<file path="config.mk">
export PLATFORM = sky130hd
export DESIGN_NAME = fdd_track_loader
export DESIGN_NICKNAME = d
export VERILOG_FILES = /design/src/rtl/fdd_track_loader.sv
export SDC_FILE = /design/constraint.sdc
export NUM_CORES = 1
export LEC_CHECK = 0
export CORE_MARGIN = 1
export CORE_UTILIZATION = 38
export CTS_CLUSTER_SIZE = 14
export DETAILED_ROUTE_END_ITERATION = 6
export GPL_ROUTABILITY_DRIVEN = 0
export HOLD_SLACK_MARGIN = 0.05
export PLACE_DENSITY_LB_ADDON = 0.3
export SYNTH_ARGS = -nofsm -noshare
export SYNTH_HDL_FRONTEND = slang
export SYNTH_SLANG_ARGS = --single-unit
</file>
<file path="constraint.sdc">
create_clock -name clk_sys -period 5.85 [get_ports clk_sys]
set_input_delay 1.17 -clock clk_sys [delete_from_list [all_inputs] [get_ports clk_sys]]
set_output_delay 1.17 -clock clk_sys [all_outputs]
set_load 0.02 [all_outputs]
</file>
<file path="src/rtl/fdd_track_loader.sv">
// Loads one nibble track at a time from an SD image into the floppy track buffer.
// Define FDD_WRITEBACK_EN to write dirty sectors back to the image before a track change.
module fdd_track_loader #(
    parameter int SECTORS_PER_TRACK = 13
) (
    input  logic        clk_sys,
    input  logic        reset_n,
    input  logic [5:0]  track,
    input  logic        img_mounted,
    input  logic [63:0] img_size,
    output logic [31:0] sd_lba,
    output logic        sd_rd,
    output logic        sd_wr,
    input  logic        sd_ack,
    input  logic [8:0]  sd_buff_addr,
    input  logic        sd_buff_wr,
    output logic [12:0] buf_addr,
    output logic        buf_we,
    input  logic        fd_write,
    input  logic [12:0] fd_track_addr,
    output logic        cpu_wait,
    output logic        track_valid
);

    localparam int unsigned SEC_W  = 4;
    localparam int unsigned TRK_W  = 6;
    localparam int unsigned PROD_W = 10;
    localparam int unsigned LBA_W  = 32;
    localparam int unsigned NSEC   = SECTORS_PER_TRACK;
    localparam logic [SEC_W-1:0] LAST_SEC = SEC_W'(NSEC - 1);

`ifdef FDD_WRITEBACK_EN
    typedef enum logic [2:0] {IDLE, RD_REQ, RD_XFER, WR_REQ, WR_XFER} state_t;
`else
    typedef enum logic [2:0] {IDLE, RD_REQ, RD_XFER} state_t;
`endif

    state_t             state_q, state_d;
    logic [TRK_W-1:0]   cur_track_q, cur_track_d;
    logic [SEC_W-1:0]   sec_q, sec_d;
    logic               mount_pend_q, mount_pend_d;
    logic               img_present_q, img_present_d;
    logic               ack_q;
    logic               track_valid_d, cpu_wait_d, sd_rd_d, sd_wr_d;
    logic [LBA_W-1:0]   sd_lba_d;
    logic               size_ok, mount_req, ack_rise, ack_fall, want_load, start;
    logic               unused_fd;

    // 13*track + sector, computed in 10 bits (fits track 63, sector 12)
    function automatic logic [LBA_W-1:0] lba_of(input logic [TRK_W-1:0] t, input logic [SEC_W-1:0] s);
        logic [PROD_W-1:0] p;
        p = PROD_W'(t) * PROD_W'(NSEC) + PROD_W'(s);
        return LBA_W'(p);
    endfunction

    assign size_ok       = (img_size != '0);
    assign mount_req     = mount_pend_q | img_mounted;
    assign img_present_d = img_mounted ? size_ok : img_present_q;
    assign ack_rise      = sd_ack & ~ack_q;
    assign ack_fall      = ~sd_ack & ack_q;
    // Loads only follow a mount of a non-empty image, so reset alone never starts one
    assign want_load     = ((track != cur_track_q) || mount_req) && img_present_d && size_ok;

    assign buf_addr = {sec_q, sd_buff_addr};
    assign buf_we   = sd_buff_wr & sd_ack & ((state_q == RD_REQ) || (state_q == RD_XFER));

`ifdef FDD_WRITEBACK_EN
    logic [NSEC-1:0]    dirty_q, dirty_d;
    logic [TRK_W-1:0]   load_track_q, load_track_d;
    logic [SEC_W-1:0]   fd_sec, first_dirty;

    assign fd_sec    = fd_track_addr[12:9];
    assign unused_fd = &{1'b0, fd_track_addr[8:0]};

    // Dirty mask: a completed writeback clears its bit, a concurrent buffer write re-sets it
    always_comb begin
        dirty_d = dirty_q;
        if ((state_q == WR_XFER) && ack_fall) dirty_d[sec_q] = 1'b0;
        if (fd_write && (32'(fd_sec) < NSEC)) dirty_d[fd_sec] = 1'b1;
        first_dirty = '0;
        for (int i = int'(NSEC) - 1; i >= 0; i--) begin
            if (dirty_d[i]) first_dirty = SEC_W'(i);
        end
    end
`else
    assign unused_fd = &{1'b0, fd_write, fd_track_addr};
    assign sd_wr     = 1'b0;
    assign sd_wr_d   = 1'b0;
`endif

    // Next-state and next-output logic
    always_comb begin
        state_d       = state_q;
        cur_track_d   = cur_track_q;
        sec_d         = sec_q;
        mount_pend_d  = mount_req;
        track_valid_d = track_valid;
        start         = 1'b0;
`ifdef FDD_WRITEBACK_EN
        load_track_d  = load_track_q;
`endif

        case (state_q)
            IDLE: begin
                if (want_load) begin
                    start = 1'b1;
                end else if (mount_req && !size_ok) begin
                    mount_pend_d  = 1'b0;
                    track_valid_d = 1'b0;
                end
            end
            RD_REQ: if (ack_rise) state_d = RD_XFER;
            RD_XFER: begin
                if (ack_fall) begin
                    if (sec_q == LAST_SEC) begin
                        // A track change seen during the load chains straight into the next one
                        if (want_load) begin
                            start = 1'b1;
                        end else begin
                            state_d       = IDLE;
                            track_valid_d = 1'b1;
                        end
                    end else begin
                        sec_d   = sec_q + 1'b1;
                        state_d = RD_REQ;
                    end
                end
            end
`ifdef FDD_WRITEBACK_EN
            WR_REQ: if (ack_rise) state_d = WR_XFER;
            WR_XFER: begin
                if (ack_fall) begin
                    if (dirty_d != '0) begin
                        state_d = WR_REQ;
                        sec_d   = first_dirty;
                    end else begin
                        state_d     = RD_REQ;
                        cur_track_d = load_track_q;
                        sec_d       = '0;
                    end
                end
            end
`endif
            default: state_d = IDLE;
        endcase

        if (start) begin
            sec_d         = '0;
            track_valid_d = 1'b0;
            mount_pend_d  = 1'b0;
`ifdef FDD_WRITEBACK_EN
            // Old track stays current until its dirty sectors are flushed
            if (dirty_d != '0) begin
                state_d      = WR_REQ;
                load_track_d = track;
                sec_d        = first_dirty;
            end else begin
                state_d     = RD_REQ;
                cur_track_d = track;
            end
`else
            state_d     = RD_REQ;
            cur_track_d = track;
`endif
        end

        sd_rd_d    = (state_d == RD_REQ);
        cpu_wait_d = (state_d != IDLE);
`ifdef FDD_WRITEBACK_EN
        sd_wr_d    = (state_d == WR_REQ);
`endif
        sd_lba_d   = sd_lba;
        if (sd_rd_d || sd_wr_d) sd_lba_d = lba_of(cur_track_d, sec_d);
    end

    // State and output registers
    always_ff @(posedge clk_sys or negedge reset_n) begin
        if (!reset_n) begin
            state_q       <= IDLE;
            cur_track_q   <= 6'h3F;
            sec_q         <= '0;
            mount_pend_q  <= 1'b0;
            img_present_q <= 1'b0;
            ack_q         <= 1'b0;
            track_valid   <= 1'b0;
            cpu_wait      <= 1'b0;
            sd_rd         <= 1'b0;
            sd_lba        <= '0;
        end else begin
            state_q       <= state_d;
            cur_track_q   <= cur_track_d;
            sec_q         <= sec_d;
            mount_pend_q  <= mount_pend_d;
            img_present_q <= img_present_d;
            ack_q         <= sd_ack;
            track_valid   <= track_valid_d;
            cpu_wait      <= cpu_wait_d;
            sd_rd         <= sd_rd_d;
            sd_lba        <= sd_lba_d;
        end
    end

`ifdef FDD_WRITEBACK_EN
    always_ff @(posedge clk_sys or negedge reset_n) begin
        if (!reset_n) begin
            dirty_q      <= '0;
            load_track_q <= '0;
            sd_wr        <= 1'b0;
        end else begin
            dirty_q      <= dirty_d;
            load_track_q <= load_track_d;
            sd_wr        <= sd_wr_d;
        end
    end
`endif

endmodule

</file>
==> flow_summary_export.csv, run 1 <==
group,metric,value,unit
run_status,status,"complete, no violations",
clock_tree,cts_made_buffers,5,
timing,skew,0.00536,ns
route,post_drt_wl_per_cell,13.6,microns
placement,pre_cts_ws,-0.0262,ns
placement,numPortBuffers,92,
synthesis,yosysMostFrequentCell,"buf_4",
floorplan,start_util,0.404,
clock_tree,clk_latency,0.28,ns
hold_path,min_path_cells,1,
global_route,antenna_found_initial,0,
critical_path,r2r_slack,1.16,ns
critical_path,crit_path_start_kind,"input pin",
clock_tree,cts_setup_buffers,0,
run,maxCapViolCount,0,
route,drc,0,
final_layout,fin_util,0.568,
final_layout,diodes,0,
route,via_count,2064,
synthesis,synth_top_cell_by_area,"dfrtp_1",
floorplan,ios,148,
global_route,grt_max_degree,30,
synthesis,synth.area.top_cells,"dfrtp_1, ha_1, buf_4",
timing,final_hold_viol_count,0,
timing,setup_slack,0.352,ns
timing,fin_crit_sh,0.940,
critical_path,cp.required,6.01,ns
floorplan,chipWidth,82.5,microns
floorplan,rows,28,
timing,report.final.slew_viol_count,0,
synthesis,yosysWarnings,0,
floorplan,die_area,6800,sq um
clock_tree,tritoncts,"done",
global_route,globalRouteTotalUtil,0.171,
timing,worst_slew_pin_slew,0.497,ns
synthesis,synth_top_area_frac,0.234,
pwr,peakVddDrop,0.000344,V
final_layout,drive_gt1_frac,0.121,
clock_tree,htree_levels,2,
pwr,p_per_area,376,nW/um^2
route,dr.pass1.iters,4,
clock_tree,clk_pin_slew,0.06,ns
clock_tree,cts_buffer_depth,2,
clock_tree,ctsResizeCount,0,
floorplan,die_h,82.5,microns
critical_path,path_class,"in2reg",
clock_tree,cts_sinks,29,
timing,slew_headroom,0.668,
critical_path,cp_max_fo,7,
hold_path,hp-class,"reg2reg",
critical_path,rr_worst_depth,19,
final_layout,syn2layout_area_growth,40.7,%
synthesis,synth.cell_area,2460,sq um
critical_path,endpoint_kind,"register",
final_layout,nets,483,
synthesis,synth-edff-count,0,
placement,hpwl,4.85,mm
route,ant_nets,0,
synthesis,synth_cell_types,44,
synthesis,synthCells,255,
global_route,grt_pass1_wl,8.63,mm
clock_tree,root_buffer,"clkbuf_8",
synthesis,ys.flop_type,"dfrtp_1",
timing,setup_viol,0,
global_route,grt_overflow_total,0,
route,totalWireLength,5.83,mm
pwr,leakagePower,1.56,nW
timing,fmaxAchievable,182,MHz
floorplan,core_area,6100,sq um
global_route,grt_pass1_vias,1966,
synthesis,seq_area_frac_synth,0.298,
synthesis,async_reset_ff_frac,1.00,
timing,fin_crit,5.50,ns
route,drt_iter0_drc,53,
timing,rsz0062_at_grt,"no",
synthesis,synth-seq-cells,29,
synthesis,syn_area_per_cell,9.65,sq um
clock_tree,hold_buffers,0,
route,viasPerCell,4.80,
synthesis,synth_commonest_cells,"buf_4, ha_1, inv_1",
critical_path,worst-endpoint-arrival,5.66,ns
[worst paths after layout]
kind / from / endpoint
setup / recovery: img_size[6] / sd_lba[9]$_DFFE_PN0P_
hold / removal: sd_lba[8]$_DFFE_PN0P_ / sd_lba[8]$_DFFE_PN0P_
setup reg to reg: sec_q[0]$_DFF_PN0_ / sd_lba[9]$_DFFE_PN0P_
hold reg to reg: sd_lba[8]$_DFFE_PN0P_ / sd_lba[8]$_DFFE_PN0P_
max in group asynchronous: reset_n / cur_track_q[5]$_DFF_PN1_
min in group asynchronous: reset_n / sd_rd$_DFF_PN0_
[layout make-up]
| cell class | count | area (sq um) |
|---|---|---|
| fillers | 554 | 2630 |
| multi-input cells | 189 | 1450 |
| repair buffers | 103 | 1000 |
| flip-flops and latches | 29 | 733 |
| inverters | 26 | 97.6 |
| well taps | 75 | 93.8 |
| clock buffers | 8 | 90.1 |
[per-stage QoR]
stage,power [mW],area [sq um],instances,setup TNS [ns],hold slack (ns)
2_1_floorplan,0.909,2550,278,0,0.489
3_5_place_dp,1.13,3370,422,-0.0262,0.497
3_3_place_gp,1.11,3370,422,-0.0112,0.491
5_1_grt,1.43,3460,430,0,0.528
6_report,1.30,3460,430,0,0.512
4_1_cts,1.32,3460,430,0,0.514
[routing by layer]
layer | global-route usage | wire length (microns)
met4 | 0.0439 | 57
met2 | 0.340 | 3020
met3 | 0.0473 | 660
met1 | 0.172 | 2100
met5 | 0 | 0
[cells by family (layout without fill, tap and decap cells)]
kind of cell / count (synthesis) / after routing / synth area share
DFF: 29 / 29 / 0.298
adders and majority gates: 31 / 31 / 0.170
other: 1 / 24 / 0.00152
buffers and inverters: 60 / 137 / 0.150
AOI/OAI and AO/OA: 26 / 26 / 0.0691
xor gates and xnor gates: 15 / 15 / 0.0534
and+or+nand+nor: 76 / 76 / 0.171
muxes: 17 / 17 / 0.0874
[state kept, by name (all words and copies together), names as in the netlist]
name and count:
cpu_wait 1, state_q 3, ack_q 1, cur_track_q 6, track_valid 1, sd_lba 10, sec_q 4, sd_rd 1
mount_pend_q 1, img_present_q 1
[power breakdown]
part           total [mW]  switching [mW]  internal (mW)  leakage, nW
Clock               0.168          0.0726         0.0957       0.0455
Sequential          0.295          0.0296          0.266        0.345
Combinational       0.839           0.402          0.437         1.17
Total                1.30           0.504          0.798         1.56
[cell usage in the layout, fill, tap and decap left out, types with 2 or more instances in the layout]
master	instances
o21ai_0	4
nor2b_1	2
clkbuf_1	2
o211ai_1	2
clkbuf_8	6
nand3_1	9
dfstp_2	6
a211oi_1	2
conb_1	24
dfrtp_1	23
or2_2	2
a31oi_1	2
nor3_1	2
nand4_1	5
nor4_1	16
nand2b_1	5
nand2_1	8
clkdlybuf4s50_1	92
xor2_1	3
inv_1	26
mux2_4	7
fa_1	4
ha_1	27
nor2_1	19
mux2_2	8
a21oi_1	7
buf_4	11
or3_1	2
mux2i_1	2
xnor2_1	12
[worst max-delay path, stage by stage]
cell and delay (ns):
clkdlybuf4s50_1 0.39, nor4_1 0.31, buf_4 0.16, nand4_1 0.13
nor4_4 0.35, nor3_2 0.15, mux2_2 0.31, ha_1 0.31
ha_1 0.29, inv_1 0.05, fa_1 0.50, inv_1 0.04
ha_1 0.29, nor2b_1 0.16, o2111ai_1 0.17, nand3_1 0.12
o41ai_1 0.36, xnor2_1 0.11, mux2_4 0.27
Note: power is estimated with default switching activity, not from simulation.
==> run 2: changes to the inputs <==
CORE_MARGIN = unset   (was 1)
SKIP_LAST_GASP = 1   (was unset)
==> results of run 2 <==
The final DEF is identical to that of run 1; final timing and power are the same.
